==> src/rtl/instr_prefetch_unit.sv <==
// Instruction prefetch unit: issues one 16-bit fetch at a time over a req/ack
// memory port, buffers returned words in a small FIFO and presents the head to
// the datapath. A redirect flushes the FIFO and squashes any in-flight fetch.
//
// Handshakes:
//   memory  : mem_req rises with mem_addr and both stay stable until the cycle
//             mem_ack is high; mem_rdata is only sampled in that cycle. A
//             request is never withdrawn, even when its data is unwanted.
//   datapath: the head word transfers on a rising clk edge where
//             instr_valid & instr_ready; a transfer coinciding with redirect is
//             ignored because the FIFO is being flushed.
module instr_prefetch_unit #(
    parameter int          DEPTH    = 4,
    parameter logic [15:0] RESET_PC = 16'h0000
) (
    input  logic        clk,
    input  logic        rst_n,
    output logic        mem_req,
    output logic [15:0] mem_addr,
    input  logic        mem_ack,
    input  logic [15:0] mem_rdata,
    input  logic        redirect,
    input  logic [15:0] redirect_pc,
    output logic        instr_valid,
    output logic [15:0] instr,
    output logic [15:0] instr_pc,
    input  logic        instr_ready,
    output logic [1:0]  dbg_state
);

    localparam int AW = $clog2(DEPTH);
    localparam int CW = AW + 1;
    localparam logic [CW-1:0] FULL_COUNT = CW'(DEPTH);

    typedef enum logic [1:0] {
        ST_IDLE = 2'd0,
        ST_REQ  = 2'd1,
        ST_DROP = 2'd2
    } state_t;

    state_t          state_q, state_d;
    logic [15:0]     fetch_pc_q;
    logic            issue, push, pop;
    logic [CW-1:0]   count_q, count_after_pop, count_nxt;
    logic [AW-1:0]   wr_ptr_q, rd_ptr_q, rd_nxt;
    logic [15:0]     data_mem [DEPTH];
    logic [15:0]     pc_mem   [DEPTH];

    assign dbg_state = state_q;

    // Head consumption; a redirect in the same cycle wins over the pop.
    assign pop             = instr_valid && instr_ready && !redirect;
    assign count_after_pop = count_q - {{(CW-1){1'b0}}, pop};
    assign count_nxt       = count_after_pop + {{(CW-1){1'b0}}, push};
    assign rd_nxt          = rd_ptr_q + AW'(pop);

    // Fetch FSM next-state: one outstanding request, issue only with room free.
    always_comb begin
        state_d = state_q;
        issue   = 1'b0;
        push    = 1'b0;
        case (state_q)
            ST_IDLE: begin
                if (!redirect && (count_q < FULL_COUNT)) begin
                    issue   = 1'b1;
                    state_d = ST_REQ;
                end
            end
            ST_REQ: begin
                if (mem_ack) begin
                    push    = !redirect;
                    state_d = ST_IDLE;
                end else if (redirect) begin
                    state_d = ST_DROP;
                end
            end
            ST_DROP: begin
                if (mem_ack) begin
                    state_d = ST_IDLE;
                end
            end
            default: state_d = ST_IDLE;
        endcase
    end

    // FSM state register.
    always_ff @(posedge clk or negedge rst_n) begin
        if (!rst_n) begin
            state_q <= ST_IDLE;
        end else begin
            state_q <= state_d;
        end
    end

    // Registered memory request and fetch PC tracking (redirect has priority).
    always_ff @(posedge clk or negedge rst_n) begin
        if (!rst_n) begin
            fetch_pc_q <= {RESET_PC[15:1], 1'b0};
            mem_req    <= 1'b0;
            mem_addr   <= 16'h0000;
        end else begin
            if (issue) begin
                mem_req  <= 1'b1;
                mem_addr <= fetch_pc_q;
            end else if (mem_ack && (state_q != ST_IDLE)) begin
                mem_req  <= 1'b0;
            end
            if (redirect) begin
                fetch_pc_q <= {redirect_pc[15:1], 1'b0};
            end else if (push) begin
                fetch_pc_q <= fetch_pc_q + 16'd2;
            end
        end
    end

    // FIFO storage; contents need no reset because count_q qualifies them.
    always_ff @(posedge clk) begin
        if (push) begin
            data_mem[wr_ptr_q] <= mem_rdata;
            pc_mem[wr_ptr_q]   <= mem_addr;
        end
    end

    // FIFO pointers, occupancy and registered head (held when empty).
    always_ff @(posedge clk or negedge rst_n) begin
        if (!rst_n) begin
            wr_ptr_q    <= '0;
            rd_ptr_q    <= '0;
            count_q     <= '0;
            instr_valid <= 1'b0;
            instr       <= 16'h0000;
            instr_pc    <= 16'h0000;
        end else if (redirect) begin
            rd_ptr_q    <= wr_ptr_q;
            count_q     <= '0;
            instr_valid <= 1'b0;
        end else begin
            if (push) begin
                wr_ptr_q <= wr_ptr_q + AW'(1);
            end
            rd_ptr_q    <= rd_nxt;
            count_q     <= count_nxt;
            instr_valid <= (count_nxt != '0);
            if (count_nxt != '0) begin
                if (count_after_pop == '0) begin
                    // FIFO drains to empty this cycle: the new word becomes head.
                    instr    <= mem_rdata;
                    instr_pc <= mem_addr;
                end else begin
                    instr    <= data_mem[rd_nxt];
                    instr_pc <= pc_mem[rd_nxt];
                end
            end
        end
    end

endmodule

==> config.mk <==
export PLATFORM = sky130hd
export DESIGN_NAME = instr_prefetch_unit
export DESIGN_NICKNAME = d
export VERILOG_FILES = /design/src/rtl/instr_prefetch_unit.sv
export SDC_FILE = /design/constraint.sdc
export NUM_CORES = 1
export LEC_CHECK = 0
export ABC_AREA = 1
export BUFFER_PORTS_ARGS = -buffer_cell sky130_fd_sc_hd__buf_2
export CAP_MARGIN = 20
export CORE_MARGIN = 1
export CORE_UTILIZATION = 50
export CTS_BUF_LIST = sky130_fd_sc_hd__clkbuf_16
export DETAILED_ROUTE_END_ITERATION = 7
export GPL_TIMING_DRIVEN = 0
export PLACE_DENSITY_LB_ADDON = 0.25
export SLEW_MARGIN = 0
export SYNTH_ARGS = -nofsm -noshare
export SYNTH_HDL_FRONTEND = slang
export SYNTH_SLANG_ARGS = --single-unit
==> constraint.sdc <==
create_clock -name clk -period 2.6 [get_ports clk]
set_clock_uncertainty 0.1 [all_clocks]
set_input_delay 0.26 -clock clk [delete_from_list [all_inputs] [get_ports clk]]
set_output_delay 0.26 -clock clk [all_outputs]
set_load 0.01 [all_outputs]
==> results.json, run 1 <==
{
  "placed_cells": 1256,
  "synth_common_cells": "422 x nand2_1, 124 x edfxtp_1, 98 x inv_1",
  "globalRouteTotalUtil": 0.233,
  "io_buffers": 83,
  "required_ns": 2.87,
  "path_clk_slew_ns": 0.07,
  "fp.dieArea_um2": 18100,
  "slew-limit-headroom": 0.594,
  "grtUsageMet1": 0.299,
  "start_kind": "register",
  "cts_root_buffer": "clkbuf_16",
  "grt_use_met3": 0.0443,
  "worst_path_dominant_cell_family": "simple AND/OR/NAND/NOR gates",
  "power_density_nw_per_um2": 981,
  "synth_area_per_cell_um2": 9.35,
  "slowest_stage": "dfrtp_1",
  "gr-total-overflow": 0,
  "maxCapViolations": 0,
  "synth_top_area_share": 0.423,
  "cts.sinks": 196,
  "netlist_area_um2": 8800,
  "synth_edf_count": 124,
  "hpwl_mm": 13.1,
  "post_drt_wl_per_cell_um": 14.8,
  "drive_gt1_frac": 0.162,
  "grtUsageMet2": 0.398,
  "cts_setup_buffers": 0,
  "diodes": 0,
  "fmax_mhz": 416,
  "ir_worst_vdd_v": 0.000634,
  "coreArea_um2": 17200,
  "cp-end-kind": "register",
  "die_y_um": 135,
  "ant_nets": 0,
  "status": "completed",
  "layout.cells.non_filler": 1314,
  "via_per_inst": 4.97,
  "synth_top_area_cell": "edfxtp_1",
  "synth-main-ff-cell": "edfxtp_1",
  "grt_pass1_vias": 6262,
  "grt_setup_unrepaired": "no",
  "ys_seq_area_frac": 0.628,
  "rows": 48,
  "yosysMostFrequentCell": "nand2_1",
  "period_share": 0.925,
  "antenna_found_initial": 0,
  "slew_violations": 0,
  "path_cells": "nand2_1 > nor2_1 > ha_1 > ha_1 > inv_1 > ha_1 > nor2_1 > nand3_2 > nand2_4 > buf_4 > nand2_1 > nand2_1",
  "worst_hold_path_type": "in2reg",
  "grt_max_degree": 54,
  "worst_pin_slew_ns": 0.607,
  "period_needed_ns": 2.40,
  "crit_type": "reg2reg",
  "ios": 89,
  "gp_congestion": 0.909,
  "hold_viol_final": 0,
  "cts_buffers": 17,
  "cts_buffer_depth": 2,
  "drt-pass1-iter-count": 7,
  "synth-seq-cells": 196,
  "netlist_instances": 942,
  "nets": 1123,
  "yosys-top-cells-area": "edfxtp_1 42%, dfrtp_1 20%, nand2_1 18%",
  "synth_cell_type_count": 30,
  "async_reset_ff_frac": 0.367,
  "area_growth_pct": 19.1,
  "slowest_delay_ns": 0.39,
  "path_buf_inv": 2,
  "crit_arrival_ns": 2.67,
  "drt-total-wl_mm": 19.4,
  "clkLatencyLatePin_ns": 0.43,
  "initial_utilization": 0.511,
  "p_leak_nw": 4.98,
  "cts_tree": "yes",
  "drt-initial-drc-count": 587,
  "crit_fanout": 10,
  "fin_tns_setup_ns": 0,
  "die_w_um": 135,
  "vias": 6532,
  "utilization": 0.609,
  "drc": 0,
  "grt_busiest_layer": "met2",
  "grt_pass1_wl_mm": 32.0,
  "setup-violations-final": 0,
  "cts_max_level": 4,
  "yosys_warnings": 0
}
## state kept, by name, summed over array words and instances, names as in the netlist, 3 cells and up
| register | flops |
|---|---|
| instr | 16 |
| count_q | 3 |
| fetch_pc_q | 15 |
| mem_addr | 15 |
| instr_pc | 15 |
| pc_mem | 60 |
| data_mem | 64 |
## repair_timing
| action | 4_1_cts | 5_1_grt |
|---|---|---|
| gates resized for setup | 0 | 2 |
| hold buffers | 27 | 0 |
| endpoints found under the setup margin | 0 | 32 |
| endpoints found under the hold margin | 146 | 0 |
## metal layers
layer | part of all wire | up-vias
met5 | 0 | -
met4 | 0.018 | 0
met3 | 0.057 | 26
met2 | 0.49 | 200
met1 | 0.43 | 3052
li1 | - | 3254
## metrics by stage
step | hold slack [ns] | worst slack (ns) | power [mW] | cell area, um^2
2_1_floorplan | -0.136 | -0.0457 | 6.63 | 8810
3_3_place_gp | 0.356 | -1.18 | 7.77 | 9500
3_5_place_dp | 0.0841 | -0.304 | 7.89 | 9670
4_1_cts | 0.0343 | 0.0212 | 10.4 | 10500
5_1_grt | 0.0551 | 0.00949 | 11.0 | 10500
6_report | 0.0471 | 0.195 | 10.3 | 10500
## worst paths after layout
path | start | cells after the start | slack, ns | end
max | instr_valid$_DFF_PN0_ | 12 | 0.20 | instr_pc[5]$_DFFE_PN0P_
min | redirect_pc[12] | 5 | 0.05 | fetch_pc_q[12]$_DFFE_PN0N_
max reg2reg | instr_valid$_DFF_PN0_ | 12 | 0.20 | instr_pc[5]$_DFFE_PN0P_
min reg2reg | instr_pc[2]$_DFFE_PN0P_ | 2 | 0.37 | instr_pc[2]$_DFFE_PN0P_
max in group asynchronous | rst_n | 3 | 1.68 | fetch_pc_q[7]$_DFFE_PN0N_
min in group asynchronous | rst_n | 2 | 0.16 | instr_pc[15]$_DFFE_PN0P_
## worst reg2reg max path: stages, from the launching register on
cell	delay, ns
dfrtp_1	0.39
nand2_1	0.08
nor2_1	0.27
ha_1	0.22
ha_1	0.25
inv_1	0.07
ha_1	0.23
nor2_1	0.12
nand3_2	0.11
nand2_4	0.12
buf_4	0.23
nand2_1	0.08
nand2_1	0.08
## report_power, final
part / switching [mW] / internal, mW
clock network: 1.13 / 1.31
logic: 2.23 / 1.30
registers: 0.408 / 3.91
total: 3.77 / 6.52
## cell families after synthesis
family | after synthesis | share of synthesized area
adder cells (fa/ha/maj) | 10 | 0.0142
multiplexers | 1 | 0.00128
AND/OR/NAND/NOR | 487 | 0.218
buffers and inverters | 148 | 0.0797
other | 1 | 0.000426
flip-flops | 196 | 0.628
XOR/XNOR | 3 | 0.00299
AO/OA/AOI/OAI | 96 | 0.0561
## layout by cell type (no fill, tap or decap), types with 2 or more instances in the layout
master	synthesis	final
a21oi_1	3	3
a31oi_1	2	2
buf_12	1	2
buf_16	0	4
buf_2	18	100
buf_4	9	10
buf_6	9	9
clkbuf_16	0	17
clkbuf_2	3	3
clkinv_1	0	2
clkinv_2	0	2
clkinv_4	0	4
clkinvlp_4	0	4
conb_1	1	2
dfrtp_1	72	72
dlygate4sd3_1	0	27
edfxtp_1	124	124
ha_1	10	10
inv_1	98	100
inv_2	7	6
inv_4	1	2
nand2_1	422	422
nand3_1	19	19
nand3_2	3	2
nand4_1	8	8
nor2_1	31	27
nor2_4	2	6
o211ai_1	3	3
o21ai_0	36	36
o21ai_1	50	50
xor2_1	3	3
## area by class of cell
type	instances	area, um^2
tap	225	282
sequential	196	5530
clock buffer	17	425
multi-input combinational	599	2620
buffer	41	298
clock inverter	15	120
fill	1454	6750
inverter	106	403
timing repair buffer	115	818
(Power assumes the default switching activity.)
==> run 2: changes to the inputs <==
--- a/config.mk
+++ b/config.mk
@@ -14,6 +14,7 @@
 export DETAILED_ROUTE_END_ITERATION = 7
 export GPL_TIMING_DRIVEN = 0
 export PLACE_DENSITY_LB_ADDON = 0.25
+export RECOVER_POWER = 25
 export SLEW_MARGIN = 0
 export SYNTH_ARGS = -nofsm -noshare
 export SYNTH_HDL_FRONTEND = slang
==> run 2 against run 1 <==
  * Worst hold slack about the same
  * Flip-flop and latch count unchanged
  * Maximum frequency about the same
  * Combinational power about the same
  * Largest power group unchanged
  * Power down 0.11%
  * Die area unchanged
  * Final area down 0.23%
  * Wire length about the same
  * Highest routed layer unchanged
  * Final cell count unchanged
  * Clock power about the same
  * Via count down 0.28%
==> results.json, run 2 (same netlist as run 1, synthesis figures left out) <==
{
  "gp_congestion": 0.909,
  "vias": 6514,
  "drc": 0,
  "layout.cells.non_filler": 1314,
  "die_w_um": 135,
  "start_kind": "register",
  "area_growth_pct": 18.9,
  "timing.rr.start": "instr_valid$_DFF_PN0_",
  "r2r_cells": 13,
  "period_needed_ns": 2.41,
  "place_ws_ns": -0.304,
  "io_buffers": 83,
  "crit_arrival_ns": 2.63,
  "ios": 89,
  "placed_cells": 1256,
  "slowest_stage": "dfrtp_1",
  "ant_nets": 0,
  "crit_fanout": 10,
  "required_ns": 2.82,
  "hpwl_mm": 13.1,
  "drive_gt1_frac": 0.146,
  "largest_register": "data_mem",
  "cts_setup_buffers": 0,
  "fmax_mhz": 416,
  "power_density_nw_per_um2": 982,
  "crit-reg2reg-capture": "instr[0]$_DFFE_PN0P_",
  "multi_input_area_um2": 2620,
  "grt_pass1_vias": 6262,
  "cts.sinks": 196,
  "maxCapViolations": 0,
  "die_y_um": 135,
  "status": "completed",
  "post_drt_wl_per_cell_um": 14.8,
  "setup-violations-final": 0,
  "placed_area_um2": 9670,
  "slowest_delay_ns": 0.39,
  "cts_buffers": 17,
  "cp-end-kind": "register",
  "worst_pin_slew_ns": 1.34,
  "worst_hold_path_type": "in2reg",
  "final_cell_mix": "422 x nand2_1, 124 x edfxtp_1, 100 x inv_1, 84 x buf_2, 72 x dfrtp_1",
  "fp.dieArea_um2": 18100,
  "path_buf_inv": 3,
  "path_cells": "nand2_1 > nor2_1 > ha_1 > ha_1 > inv_1 > ha_1 > nor2_1 > nand3_2 > nand2_4 > inv_4 > buf_6 > nand2_1 > nand2_1",
  "largest_reg_flops": 64,
  "crit_type": "reg2reg",
  "cts_tree": "yes",
  "period_share": 0.926,
  "path_clk_slew_ns": 0.07,
  "ir_worst_vdd_v": 0.000634,
  "slew-limit-headroom": 0.103,
  "grt_max_degree": 54,
  "via_per_inst": 4.96,
  "drt-pass1-iter-count": 8,
  "hold_depth": 5,
  "drt-total-wl_mm": 19.4,
  "seq_area_um2": 5530,
  "worst_path_dominant_cell_family": "simple AND/OR/NAND/NOR gates",
  "grt_setup_unrepaired": "no",
  "p_leak_nw": 4.93,
  "initial_utilization": 0.511,
  "globalRouteTotalUtil": 0.233,
  "antenna_found_initial": 0,
  "cts_root_buffer": "clkbuf_16",
  "final_common_cell": "nand2_1",
  "holdPathEnd": "fetch_pc_q[12]$_DFFE_PN0N_",
  "num-fill-cells": 1458,
  "timing.hold.ws_ns": 0.0472,
  "cts_max_level": 4,
  "gr-total-overflow": 0,
  "diodes": 0,
  "hold_start": "redirect_pc[12]",
  "cts_buffer_depth": 2,
  "rows": 48,
  "nets": 1123,
  "clkLatencyLatePin_ns": 0.43,
  "drt-initial-drc-count": 566,
  "utilization": 0.607,
  "design_area_um2": 10500,
  "reg_top3": "data_mem (64), pc_mem (60), instr (16)",
  "r2r_setup_slack_ns": 0.19,
  "grt_pass1_wl_mm": 32.0,
  "coreArea_um2": 17200,
  "final.setup.worst_slack_ns": 0.193,
  "hold_viol_final": 0,
  "slew_violations": 0
}
[run 2: changes by cell type in the layout (fill, tap and decap cells not counted)]
| cell | delta |
|---|---|
| buf_2 | -16 |
| clkbuf_1 | +17 |
| buf_4 | -1 |
[run 2: how the worst max path moves through the flow]
stage                              from                        to  slack, ns  cells past startpoint
2_1_floorplan  dbg_state[0]$_DFFE_PN0P_  data_mem[0][0]$_DFFE_PP_      -0.05                      4
3_3_place_gp   dbg_state[0]$_DFFE_PN0P_  data_mem[0][7]$_DFFE_PP_      -1.18                      4
3_5_place_dp                   redirect      instr[0]$_DFFE_PN0P_      -0.30                     14
4_1_cts        dbg_state[0]$_DFFE_PN0P_      instr[0]$_DFFE_PN0P_       0.02                     13
5_1_grt        dbg_state[0]$_DFFE_PN0P_      instr[0]$_DFFE_PN0P_      0.009                     13
6_report          instr_valid$_DFF_PN0_      instr[0]$_DFFE_PN0P_       0.19                     13
[run 2: routing by layer]
layer	track usage	wire length, um	vias up
met5	0	0	-
met4	0.0780	342	0
met3	0.0443	1110	26
met2	0.398	9620	194
met1	0.299	8360	3044
li1	-	-	3250
[run 2: what timing repair did]
item,4_1_cts,5_1_grt
resized for setup,0,2
setup endpoints to repair,0,32
hold buffers,27,0
endpoints found under the hold margin,146,0
[run 2: layout make-up]
class,instances,area share
Sequential cell,196,0.528
Multi-Input combinational cell,599,0.250
Timing Repair Buffer,115,0.0759
Clock buffer,17,0.0407
Inverter,106,0.0385
Buffer,41,0.0285
Tap cell,225,0.0269
Clock inverter,15,0.0115
[run 2: report_power, final]
group / internal, mW / switching (mW)
Sequential: 3.91 / 0.408
Combinational: 1.29 / 2.23
Clock: 1.31 / 1.13
Total: 6.51 / 3.77
[run 2: stage by stage]
step	total power [mW]	TNS, ns
final	10.3	0
after floorplan	6.63	-5.67
after detailed placement	7.89	-8.36
after global placement	7.77	-141.88
after global routing	11.0	0
after CTS	10.4	0
[run 2: tightest hold or removal path, stage by stage]
cell,delay [ns]
buf_2,0.07
nand2_1,0.05
o21ai_0,0.07
inv_1,0.04
nand2_1,0.05
